**config.mk**
```make
export PLATFORM = sky130hd
export DESIGN_NAME = echo_msg_serializer
export DESIGN_NICKNAME = d
export VERILOG_FILES = /design/src/rtl/echo_msg_serializer.sv
export SDC_FILE = /design/constraint.sdc
export NUM_CORES = 1
export LEC_CHECK = 0
export CAP_MARGIN = 20
export CORE_ASPECT_RATIO = 1.5
export CORE_MARGIN = 10
export CORE_UTILIZATION = 45
export DETAILED_ROUTE_END_ITERATION = 7
export PLACE_DENSITY = 0.73
export SYNTH_ARGS = -nofsm -noshare
export SYNTH_HDL_FRONTEND = slang
export SYNTH_SLANG_ARGS = --single-unit
```
**constraint.sdc**
```tcl
create_clock -name CLK -period 3.35 [get_ports CLK]
set_clock_uncertainty 0.2 [all_clocks]
set_input_delay 0.335 -clock CLK [delete_from_list [all_inputs] [get_ports CLK]]
set_output_delay 0.335 -clock CLK [all_outputs]
set_load 0.02 [all_outputs]
```
**src/rtl/echo_msg_serializer.sv**
```systemverilog
// echo_msg_serializer
// Takes one packed 192-bit echo indication per enqueue and streams it onto a
// 32-bit portal link: a header beat, then only the payload words that belong
// to the message tag. Unknown tags produce no beats and are counted as drops.
// A new message can be accepted on the cycle its predecessor's last beat
// transfers, so consecutive messages stream with no idle cycle between them.
module echo_msg_serializer #(
    parameter logic [7:0] PORTAL_ID = 8'd5,
    parameter int         MSG_WIDTH = 192
) (
    input  logic                 CLK,
    input  logic                 nRST,
    input  logic                 pipe_enq__ENA,
    input  logic [MSG_WIDTH-1:0] pipe_enq_v,
    output logic                 pipe_enq__RDY,
    output logic                 out_beat__ENA,
    output logic [31:0]          out_beat_data,
    output logic                 out_beat_last,
    input  logic                 out_beat__RDY,
    output logic [15:0]          drop_count,
    output logic [15:0]          msg_count
);

    localparam logic [31:0] TAG_SAY  = 32'd1;
    localparam logic [31:0] TAG_SAY2 = 32'd2;

    typedef enum logic {
        ST_IDLE = 1'b0,
        ST_SEND = 1'b1
    } state_t;

    // Select 32-bit word k of a packed message; out-of-range indices read 0.
    function automatic logic [31:0] get_word(input logic [MSG_WIDTH-1:0] msg,
                                             input logic [2:0] k);
        logic [31:0] w;
        case (k)
            3'd0:    w = msg[31:0];
            3'd1:    w = msg[63:32];
            3'd2:    w = msg[95:64];
            3'd3:    w = msg[127:96];
            3'd4:    w = msg[159:128];
            3'd5:    w = msg[191:160];
            default: w = 32'h0000_0000;
        endcase
        return w;
    endfunction

    state_t                 state_q,      state_d;
    logic [MSG_WIDTH-1:0]   msg_q,        msg_d;
    logic [2:0]             idx_q,        idx_d;
    logic [2:0]             nbeats_q,     nbeats_d;
    logic [15:0]            drop_count_q, drop_count_d;
    logic [15:0]            msg_count_q,  msg_count_d;

    logic [31:0] in_tag_s;
    logic        in_tag_ok_s;
    logic [2:0]  in_len_s;
    logic        last_s;
    logic        xfer_s;
    logic        enq_rdy_s;
    logic        accept_s;
    logic [2:0]  word_sel_s;
    logic [31:0] beat_data_s;

    // Decode the offered message tag and the handshake conditions.
    always_comb begin
        in_tag_s    = pipe_enq_v[31:0];
        in_tag_ok_s = (in_tag_s == TAG_SAY) || (in_tag_s == TAG_SAY2);
        if (in_tag_s == TAG_SAY2) begin
            in_len_s = 3'd3;
        end else begin
            in_len_s = 3'd2;
        end
        last_s    = (state_q == ST_SEND) && (idx_q == nbeats_q);
        xfer_s    = (state_q == ST_SEND) && out_beat__RDY;
        // Ready while idle, or while the last beat leaves so the next
        // message can follow without a bubble.
        enq_rdy_s = (state_q == ST_IDLE) || (xfer_s && last_s);
        accept_s  = pipe_enq__ENA && enq_rdy_s;
    end

    // Build the current beat: header at index 0, then the tag's payload words.
    always_comb begin
        beat_data_s = 32'h0000_0000;
        // say payload starts at word 1, say2 payload starts at word 3.
        if (msg_q[31:0] == TAG_SAY2) begin
            word_sel_s = idx_q + 3'd2;
        end else begin
            word_sel_s = idx_q;
        end
        if (state_q == ST_SEND) begin
            if (idx_q == 3'd0) begin
                beat_data_s = {PORTAL_ID, 5'd0, nbeats_q, msg_q[15:0]};
            end else begin
                beat_data_s = get_word(msg_q, word_sel_s);
            end
        end else begin
            beat_data_s = 32'h0000_0000;
        end
    end

    // Next-state: advance or finish the current message, then take a new one.
    always_comb begin
        state_d      = state_q;
        msg_d        = msg_q;
        idx_d        = idx_q;
        nbeats_d     = nbeats_q;
        drop_count_d = drop_count_q;
        msg_count_d  = msg_count_q;

        case (state_q)
            ST_IDLE: begin
                idx_d = idx_q;
            end
            ST_SEND: begin
                if (xfer_s) begin
                    if (last_s) begin
                        msg_count_d = msg_count_q + 16'd1;
                        state_d     = ST_IDLE;
                        idx_d       = 3'd0;
                    end else begin
                        idx_d = idx_q + 3'd1;
                    end
                end else begin
                    idx_d = idx_q;
                end
            end
            default: begin
                state_d = ST_IDLE;
                idx_d   = 3'd0;
            end
        endcase

        if (accept_s) begin
            if (in_tag_ok_s) begin
                msg_d    = pipe_enq_v;
                idx_d    = 3'd0;
                nbeats_d = in_len_s;
                state_d  = ST_SEND;
            end else begin
                state_d = ST_IDLE;
                if (drop_count_q != 16'hFFFF) begin
                    drop_count_d = drop_count_q + 16'd1;
                end else begin
                    drop_count_d = drop_count_q;
                end
            end
        end else begin
            msg_d = msg_d;
        end
    end

    // State and datapath registers with synchronous active-low reset.
    always_ff @(posedge CLK) begin
        if (!nRST) begin
            state_q      <= ST_IDLE;
            msg_q        <= '0;
            idx_q        <= 3'd0;
            nbeats_q     <= 3'd0;
            drop_count_q <= 16'd0;
            msg_count_q  <= 16'd0;
        end else begin
            state_q      <= state_d;
            msg_q        <= msg_d;
            idx_q        <= idx_d;
            nbeats_q     <= nbeats_d;
            drop_count_q <= drop_count_d;
            msg_count_q  <= msg_count_d;
        end
    end

    assign pipe_enq__RDY = enq_rdy_s;
    assign out_beat__ENA = (state_q == ST_SEND);
    assign out_beat_data = beat_data_s;
    assign out_beat_last = last_s;
    assign drop_count    = drop_count_q;
    assign msg_count     = msg_count_q;

endmodule

```
==> results.ini, run 1 <==
[floorplan]
die_y_um=207.0
die_area_um2=29950
die_w_um=144.7
initial_core_util=0.4568
core-area_um2=22970
row_count=68
ios=263

[clock_network]
clk_path_buf_depth=3
cts_tree=done
htree_levels=1
cts_buffers=24
clk_latency_ns=0.52
clk_pin_slew_ns=0.06
cts_root_buf=clkbuf_16
cts_sinks=230

[worst_setup_path]
cp-end-kind=output pin
critPathMaxFanout=8
crit_cells=9
crit_top_cell=buf_6
cp_data_arrival_time_ns=3.03
cp_num_buf_inv=3
timing.rr.end=msg_count[9]$_SDFFE_PN0P_
crit_path_start_kind=register
crit_chain=nor4_4, nand4_1, or4_4, a211oi_4, buf_6, buf_8, a22o_1, a211o_1, buf_6
critPathSlowestCell=or4_4
endpoint=out_beat_data[4]
crit_start=msg_q[28]$_SDFFE_PN0P_
critPathKind=reg2out
rr_worst_depth=8
critPathTopFamily=simple AND/OR/NAND/NOR gates
max_stage_delay_ns=0.59
rrSetupSlack_ns=0.94
crit_required_ns=2.81
rr_startpoint=idx_q[0]$_SDFF_PN0_

[layout]
fillers=1966
drive_above_1_share=0.1619
register_area_um2=4612
multi_input_area_um2=5677
nNetsFinal=1691
synthToLayoutAreaGrowth_pct=41.52
final_cell_area_um2=14850

[drt]
drtPass1Iterations=5
first_iter_violations=632
viasPerCell=5.472
drc=0
drtAntennaViolNets=0
dr_total_vias=9789
drt-wirelength-per-cell_um=19.75
wirelength_mm=35.33

[global_routing]
grt_usage=0.2245
grt_pass1_wl_mm=54.27
overflow=0
antenna_found_initial=2
grt_pass1_vias=9925
grt_start_max_net_pins=111

[place]
dpl.hpwl_mm=25.28
port-buffer-count=262
placed_cell_area_um2=13530
routabilityCongestion=0.9176

[timing]
report.final.slew_viol_count=0
setup_viol=28
final.period_utilization=1.065
maxSlewHeadroom=0.5534
hold_violations=0
finalWorstSetupSlack_ns=-0.2192
finalCriticalPeriod_ns=3.569
worstMarginPinSlew_ns=0.6692
fmax_mhz=280.2
whs_ns=0.1401
rsz0062_at_grt=yes

[run]
cap_viol_max_count=0

[logic_synthesis]
netlist_top_cells_area=dfxtp_1 44%, nand2_1 13%, a21boi_0 12%
synth-simple-area-share=0.2288
synth_fp_nets=1417
synth_xor_area_frac=0.02420
synth_top_area_cell=dfxtp_1
synth_most_common_cell=nand2_1
synth_common_cells=364 x nand2_1, 230 x dfxtp_1, 166 x a21boi_0
syn_area_per_cell_um2=8.623
ys_warn_count=0
synth_fa_ha_area_frac=0.004769
synth_enable_flop_cells=0
synthMuxAreaShare=0.04889
ys_types=56
yosysTopAreaCellShare=0.4388
ys.flop_type=dfxtp_1
yosysSeqAreaShare=0.4388
synth-compound-area-share=0.2112
syn_area_um2=10490
yosys_register_bits=230
async_flop_share=0
synth_top_family_by_area=simple AND/OR/NAND/NOR gates
syn_inst=1217

[power]
p_total_uw=5782
ir_worst_vdd_mv=0.3113
p_per_area_nw_per_um2=389.3
leakage_uw=0.005477

[min_path]
hold_path_class=in2reg

[status]
outcome=complete, but fails checks
violations=setup timing

==> cell families after synthesis <==
group                      Yosys count
adders and majority gates            4
DFF                                230
muxes                               46
and+or+nand+nor                    532
xor gates and xnor gates            29
buffers and inverters               94
AOI/OAI and AO/OA                  282
==> area by class of cell <==
type,count,share of cell area
antenna,2,0.0003370
clock buffer,31,0.04491
clock inverter,11,0.009352
inverter,7,0.001769
multi-input combinational,893,0.3823
sequential,230,0.3106
tap,280,0.02359
timing repair buffer,335,0.2272
==> through the flow <==
step | util | std cells | worst slack (ns) | setup TNS, ns
after floorplan | - | 1217 | 0.1387 | 0
after global placement | 0.5889 | 1725 | -0.05083 | -0.1024
after detailed placement | 0.5889 | 1725 | -0.08062 | -0.3193
after CTS | 0.6344 | 1778 | -0.2395 | -3.109
after global routing | 0.6465 | 1789 | -0.3199 | -6.311
final | 0.6465 | 1789 | -0.2192 | -2.942
==> worst min path at each step <==
stage | from | endpoint | slack (ns) | depth (start not counted)
after global placement | msg_q[185]$_SDFFE_PN0P_ | msg_q[185]$_SDFFE_PN0P_ | 0.25 | 2
after CTS | nRST | msg_q[39]$_SDFFE_PN0P_ | 0.13 | 2
after detailed placement | msg_q[74]$_SDFFE_PN0P_ | msg_q[74]$_SDFFE_PN0P_ | 0.25 | 2
after global routing | nRST | drop_count[10]$_SDFFE_PN0P_ | 0.17 | 3
final | nRST | msg_q[39]$_SDFFE_PN0P_ | 0.14 | 2
after floorplan | msg_q[100]$_SDFFE_PN0P_ | msg_q[100]$_SDFFE_PN0P_ | 0.24 | 2
==> power breakdown <==
| part | internal, uW | switching (uW) | total, uW |
|---|---|---|---|
| Combinational | 237 | 90.5 | 328 |
| Sequential | 2740 | 3.25 | 2740 |
| Clock | 1570 | 1140 | 2710 |
==> worst reg2reg max path, cell delays in order, from the launching register on <==
cell and delay (ns):
dfxtp_2 0.35, buf_12 0.28, xnor2_1 0.20, nand4_1 0.20, buf_4 0.21, nor3_1 0.41, nand3_1 0.16, xnor2_1 0.15
and2_1 0.15
==> sequential cells by signal (all words and copies together) (netlist names) <==
name and flops:
nbeats_q 2, idx_q 3, msg_count 16, msg_q 192, drop_count 16, out_beat__ENA 1
==> per-layer routing <==
metal | track usage | part of all wire | vias to the layer above
met4 | 0.08054 | 0.032 | 0
met2 | 0.4111 | 0.53 | 272
met3 | 0.04190 | 0.057 | 63
met1 | 0.2470 | 0.38 | 4660
met5 | 0 | 0 | -
li1 | - | - | 4794
==> cell usage in the layout, fill, tap and decap left out, types with 5 or more instances in the layout <==
| master | Yosys | routed |
|---|---|---|
| a32o_1 | 10 | 8 |
| dfxtp_2 | 0 | 6 |
| nand3_1 | 16 | 15 |
| xor2_1 | 13 | 13 |
| xnor2_1 | 16 | 16 |
| nor3_1 | 12 | 12 |
| a22o_1 | 16 | 12 |
| a21boi_0 | 166 | 166 |
| nor2b_1 | 5 | 5 |
| inv_1 | 7 | 7 |
| nand2_1 | 364 | 363 |
| a22oi_2 | 0 | 6 |
| and2_1 | 24 | 24 |
| a222oi_1 | 7 | 7 |
| a211o_1 | 10 | 10 |
| mux2_2 | 42 | 42 |
| nor4_1 | 18 | 16 |
| dfxtp_1 | 230 | 224 |
| a221o_1 | 6 | 6 |
| and3_1 | 35 | 34 |
| buf_6 | 1 | 31 |
| clkbuf_16 | 0 | 25 |
| a21oi_1 | 18 | 15 |
| clkdlybuf4s50_1 | 0 | 229 |
| nand4_1 | 12 | 12 |
| nor2_1 | 22 | 22 |
| buf_12 | 0 | 11 |
| a211oi_2 | 1 | 8 |
| a221o_2 | 6 | 6 |
| buf_4 | 0 | 57 |
| a221oi_1 | 6 | 5 |
| and4_1 | 10 | 10 |
==> what timing repair did <==
action / 4_1_cts / 5_1_grt
pin swaps: 24 / 31
gates cloned: 1 / 1
gates resized for setup: 163 / 47
hold endpoints to repair: 0 / 0
setup endpoints to repair: 32 / 32
setup buffers: 11 / 11
hold buffers: 0 / 0
Power figures use the tool's default switching activity.
==> inputs of run 2 (changes only) <==
Settings changed: GPL_ROUTABILITY_DRIVEN set to 0, SKIP_LAST_GASP set to 1.
==> run 2 against run 1 <==
Compared with the run above:
- the run still ends with setup timing left
- sequential share of layout area grew 0.35 points
- first-iteration DRC count shrank 3.2%
- core utilization shrank 0.68 points
- sequential power is essentially flat
- hold slack gained 0.016 ns
- flip-flop and latch count is the same
- clock-buffer cell count grew 2
- critical endpoint is now out_beat_data[14]
==> results.ini, run 2 (synthesis results as in run 1) <==
[layout]
utilization=0.6397  ; -0.006809
fillers=1991  ; +1.3%
largest-register=msg_q
largest_register_ffs=192  ; unchanged
layout_commonest_cell=nand2_1
drive_above_1_share=0.1502  ; -0.01171
finalNonFillerCells=1781  ; -0.45%
final_cell_mix=363 x nand2_1, 229 x clkdlybuf4s50_1, 224 x dfxtp_1
synthToLayoutAreaGrowth_pct=40.03
register_area_um2=4614  ; about the same
multi_input_area_um2=5628  ; -0.86%
nNetsFinal=1682  ; -0.53%

[worst_setup_path]
cp_data_arrival_time_ns=2.96  ; -0.07 ns
crit_start=msg_q[20]$_SDFFE_PN0P_
crit_chain=nor4_4, nand4_1, or4_4, a211oi_4, buf_6, buf_8, a22o_1, a211o_1, buf_6
crit_path_start_kind=register
critPathTopFamily=simple AND/OR/NAND/NOR gates
crit_top_cell=buf_6
max_stage_delay_ns=0.58  ; about the same
critPathMaxFanout=8  ; unchanged
cp_num_buf_inv=3  ; unchanged
critPathSlowestCell=or4_4
crit_required_ns=2.81  ; about the same
cp-end-kind=output pin
critPathKind=reg2out
rr_startpoint=idx_q[0]$_SDFF_PN0_

[power]
seq_power_share=0.477  ; +0.003
ir_worst_vdd_mv=0.3733  ; +20%
p_clk_frac=0.467  ; -0.002
p_int_uw=4580  ; +0.75%
p_sw_uw=1168  ; -5.5%
p_total_uw=5748  ; -0.58%
leakage_uw=0.005441  ; -0.65%
p_per_area_nw_per_um2=391.2  ; +0.48%
pwr-share-comb=0.057  ; about the same
switching_share=0.2032  ; -0.01052

[min_path]
hold_path_class=in2reg
hp-start=nRST

[global_routing]
overflow=0  ; unchanged
grt_pass1_vias=9775  ; -1.5%
grt_start_max_net_pins=94  ; -15%
antenna_found_initial=5  ; +3
grt_usage=0.2195  ; -0.005001
grt_pass1_wl_mm=53.19  ; -2.0%

[floorplan]
die_y_um=207.0  ; unchanged
ios=263  ; unchanged
initial_core_util=0.4568  ; unchanged
core-area_um2=22970  ; unchanged
die_w_um=144.7  ; unchanged
row_count=68  ; unchanged
die_area_um2=29950  ; unchanged

[clock_network]
clk_latency_ns=0.52  ; about the same
clk_path_buf_depth=3  ; unchanged
cts_root_buf=clkbuf_16
cts_tree=done
htree_levels=1  ; unchanged
cts_sinks=230  ; unchanged
cts_buffers=23  ; -4.2%
clk_pin_slew_ns=0.06  ; about the same

[place]
dpl.cell_count=1722  ; -0.17%
port-buffer-count=262  ; unchanged
dpl.hpwl_mm=24.79  ; -1.9%
pre_cts_slack_ns=-0.1327  ; -0.05209 ns

[timing]
worstMarginPinSlew_ns=0.6785  ; +0.009383 ns
maxSlewHeadroom=0.5472  ; -0.006262
finalWorstSetupSlack_ns=-0.1446  ; +0.07467 ns
setup_viol=22  ; -21%
hold_violations=0  ; unchanged
final.period_utilization=1.043  ; -0.02229
finalCriticalPeriod_ns=3.495  ; -0.07467 ns
rsz0062_at_grt=yes
report.final.slew_viol_count=0  ; unchanged
fmax_mhz=286.2  ; +2.1%

[drt]
drtPass1Iterations=7  ; +2
drt-wirelength-per-cell_um=19.22  ; -2.7%
wirelength_mm=34.22  ; -3.1%
first_iter_violations=612  ; -3.2%
drc=0  ; unchanged
dr_total_vias=9616  ; -1.8%
viasPerCell=5.399  ; -1.3%
drtAntennaViolNets=0  ; unchanged

[status]
outcome=complete, but fails checks
violations=setup timing

[run]
cap_viol_max_count=0  ; unchanged

## run 2: repair_timing
item / CTS / global route
pin swaps: 26 / 16
cloned: 2 / 1
resized for setup: 158 / 30
buffers inserted: 9 / 5
endpoints found under the setup margin: 32 / 32
hold buffers: 0 / 0
## run 2: path summary, 6_finish.rpt
path                       endpoint  slack, ns  depth (start not counted)
max               out_beat_data[14]      -0.14                          9
min          msg_q[46]$_SDFFE_PN0P_       0.16                          2
max reg2reg  msg_q[85]$_SDFFE_PN0P_       0.69                          7
min reg2reg  msg_q[99]$_SDFFE_PN0P_       0.26                          2
## run 2: layout make-up
cell class,count,area share
Antenna cell,3,0.0005109
Clock buffer,33,0.04513
Sequential cell,230,0.3140
Tap cell,280,0.02384
Multi-Input combinational cell,893,0.3830
Clock inverter,8,0.008260
Inverter,7,0.001788
Timing Repair Buffer,327,0.2234
## run 2: metrics by stage
step	instance area, um2	TNS [ns]	hold WS, ns
after global placement	13540	-0.3094	0.2454
final	14690	-1.671	0.1564
after detailed placement	13540	-0.5338	0.2515
after CTS	14520	-2.855	0.1436
after floorplan	10490	0	0.2375
after global routing	14690	-5.905	0.1787
## run 2: per-layer routing
| layer | up-vias | GRT usage | part of all wire |
|---|---|---|---|
| li1 | 4781 | - | - |
| met1 | 4518 | 0.2454 | 0.38 |
| met3 | 53 | 0.04235 | 0.060 |
| met5 | - | 0 | 0.00076 |
| met2 | 260 | 0.3981 | 0.53 |
| met4 | 4 | 0.07531 | 0.028 |
## run 2: power groups by stage
stage	logic, uW	registers [uW]	clock network (uW)
global placement	326	2800	0
detailed placement	326	2800	0
floorplan	63.1	2800	0
global route	347	2740	2850
CTS	328	2740	2740
finish	327	2740	2680
==> inputs of run 3 (changes only) <==
Settings changed: CORE_MARGIN 10 to 5.
==> run 3 against run 2 <==
Compared with the run above:
- the run still ends with setup timing left
- routed wire length down 2.7%
- clock-buffer cell count is 1 lower
- die area is 11% lower
- power shrank 2.3%
- highest routed layer is now met4
- critical path depth is 3 higher
- final cell count hardly changed
- hold slack better by 0.017 ns
- first-iteration DRC count stayed put
- register-to-register slack improved by 0.03 ns
==> results.ini, run 3 (synthesis results as in run 1) <==
[timing]
hold_violations=0  ; unchanged
rsz0062_at_grt=yes
setup_viol=32  ; +45%
report.final.slew_viol_count=0  ; unchanged
finalWorstSetupSlack_ns=-0.2478  ; -0.1032 ns
maxSlewHeadroom=0.5279  ; -0.01931
worstMarginPinSlew_ns=0.7017  ; +0.02319 ns
fmax_mhz=277.9  ; -2.9%
final.period_utilization=1.074  ; +0.03081
finalCriticalPeriod_ns=3.598  ; +0.1032 ns

[layout]
drive_above_1_share=0.1460  ; -0.004200
layout_commonest_cell=nand2_1
synthToLayoutAreaGrowth_pct=39.57
final_cell_area_um2=14650  ; -0.32%
final_cell_mix=363 x nand2_1, 229 x clkdlybuf4s50_1, 228 x dfxtp_1
largest_register_ffs=192  ; unchanged
finalNonFillerCells=1782  ; +0.056%
nNetsFinal=1684  ; +0.12%
largest-register=msg_q

[place]
dpl.cell_count=1729  ; +0.41%
placed_cell_area_um2=13600  ; +0.43%
dpl.hpwl_mm=23.53  ; -5.1%
port-buffer-count=262  ; unchanged

[worst_setup_path]
crit_cells=12  ; +3
cp_data_arrival_time_ns=3.06  ; +0.10 ns
critPathSlowestCell=dfxtp_2
crit_chain=nor4_4, buf_4, nand4_1, buf_4, o211ai_1, buf_4, a21boi_4, buf_12, buf_8, a221o_2, a221o_1, buf_6
cp-end-kind=output pin
crit_path_start_kind=register
max_stage_delay_ns=0.34  ; -0.24 ns
cp_num_buf_inv=6  ; +3
crit_top_cell=buf_4
critPathMaxFanout=8  ; unchanged
critPathTopFamily=buffers and inverters
rr_worst_depth=7  ; unchanged
critPathKind=reg2out
crit_required_ns=2.81  ; about the same

[clock_network]
clk_pin_slew_ns=0.06  ; about the same
clk_path_buf_depth=3  ; unchanged
clk_latency_ns=0.51  ; about the same
cts_buffers=23  ; unchanged
cts_sinks=230  ; unchanged
htree_levels=1  ; unchanged
cts_tree=done
cts_root_buf=clkbuf_16

[global_routing]
grt_pass1_vias=9860  ; +0.87%
grt_pass1_wl_mm=51.45  ; -3.3%
grt_usage=0.2400  ; +0.02050
overflow=0  ; unchanged
antenna_found_initial=2  ; -3
grt_start_max_net_pins=113  ; +20%

[drt]
drc=0  ; unchanged
first_iter_violations=612  ; unchanged
drtAntennaViolNets=0  ; unchanged
drtPass1Iterations=8  ; +1
dr.max_layer_used=met4
dr_wl_met2_mm=17.03  ; -6.5%
met3_length_mm=1.976  ; -3.5%
dr_total_vias=9732  ; +1.2%
viasPerCell=5.461  ; +1.1%
wirelength_mm=33.30  ; -2.7%
met1_length_mm=12.53  ; -3.3%
drt-wirelength-per-cell_um=18.68  ; -2.8%

[power]
p_per_area_nw_per_um2=383.5  ; -2.0%
ir_worst_vdd_mv=0.3283  ; -12%
seq_power_share=0.488  ; +0.011
switching_share=0.2107  ; +0.007479
pwr-share-comb=0.059  ; +0.002
p_clk_frac=0.454  ; -0.013
leakage_uw=0.005407  ; -0.63%
p_int_uw=4434  ; -3.2%
p_sw_uw=1184  ; +1.3%

[floorplan]
core-area_um2=22970  ; unchanged
die_y_um=197.0  ; -4.8%
die_w_um=134.7  ; -6.9%
ios=263  ; unchanged
initial_core_util=0.4568  ; unchanged
die_area_um2=26540  ; -11%
row_count=68  ; unchanged

[min_path]
hold_path_class=in2reg
hold_depth=3  ; +1

[status]
outcome=complete, but fails checks
violations=setup timing

[run]
cap_viol_max_count=0  ; unchanged

run 3: cell count changes in the layout (fill, tap and decap cells not counted), sizes merged:
cell	change
inv	+1
buf	+1
diode	-1
clkinv	+3
clkinvlp	-1
bufinv	-2
run 3: what timing repair did:
item                                    CTS  global route
hold buffers                              0             0
pin swaps                                19            14
setup buffers                             7             2
cloned                                    0             2
endpoints found under the setup margin   32            32
resized for setup                       160            23
run 3: worst paths after layout:
kind,from,end,slack (ns)
worst max-delay path,msg_q[9]$_SDFFE_PN0P_,out_beat_data[1],-0.25
worst min register to register,msg_q[51]$_SDFFE_PN0P_,msg_q[51]$_SDFFE_PN0P_,0.26
worst max register to register,idx_q[0]$_SDFF_PN0_,msg_q[77]$_SDFFE_PN0P_,0.72
worst min-delay path,pipe_enq_v[145],msg_q[145]$_SDFFE_PN0P_,0.17
run 3: metrics by stage:
stage	util	setup TNS, ns	power (uW)	hold slack (ns)	setup WS, ns
2_1_floorplan	-	0	2867	0.2375	0.1387
3_3_place_gp	0.5921	-0.6626	3130	0.2444	-0.08642
3_5_place_dp	0.5921	-1.252	3129	0.2534	-0.1297
4_1_cts	0.6310	-3.950	5665	0.1646	-0.2817
5_1_grt	0.6376	-8.735	5796	0.1754	-0.3826
6_report	0.6376	-4.597	5617	0.1733	-0.2478
run 3: cell type report:
cell class / count / area, um2
Inverter: 7 / 26.28
Clock inverter: 9 / 85.08
Timing Repair Buffer: 329 / 3294
Antenna cell: 2 / 5.005
Sequential cell: 230 / 4607
Multi-Input combinational cell: 893 / 5619
Tap cell: 280 / 350.3
Fill cell: 1965 / 8325
Clock buffer: 32 / 659.4
run 3: tightest hold or removal path, stage by stage:
cell and delay, ns:
clkdlybuf4s50_1 0.39, nand2_1 0.05, a21boi_0 0.06
run 3: metal layers:
layer,up-vias,GRT usage
met3,72,0.03440
met2,334,0.4303
met4,0,0.1208
li1,4782,-
met5,-,0
met1,4544,0.2766
run 3: power groups by stage:
stage               sequential, uW  combinational (uW)  clock (uW)
floorplan                     2800                63.1           0
global placement              2800                 329           0
detailed placement            2800                 328           0
CTS                           2740                 331        2600
global route                  2740                 348        2710
finish                        2740                 329        2550
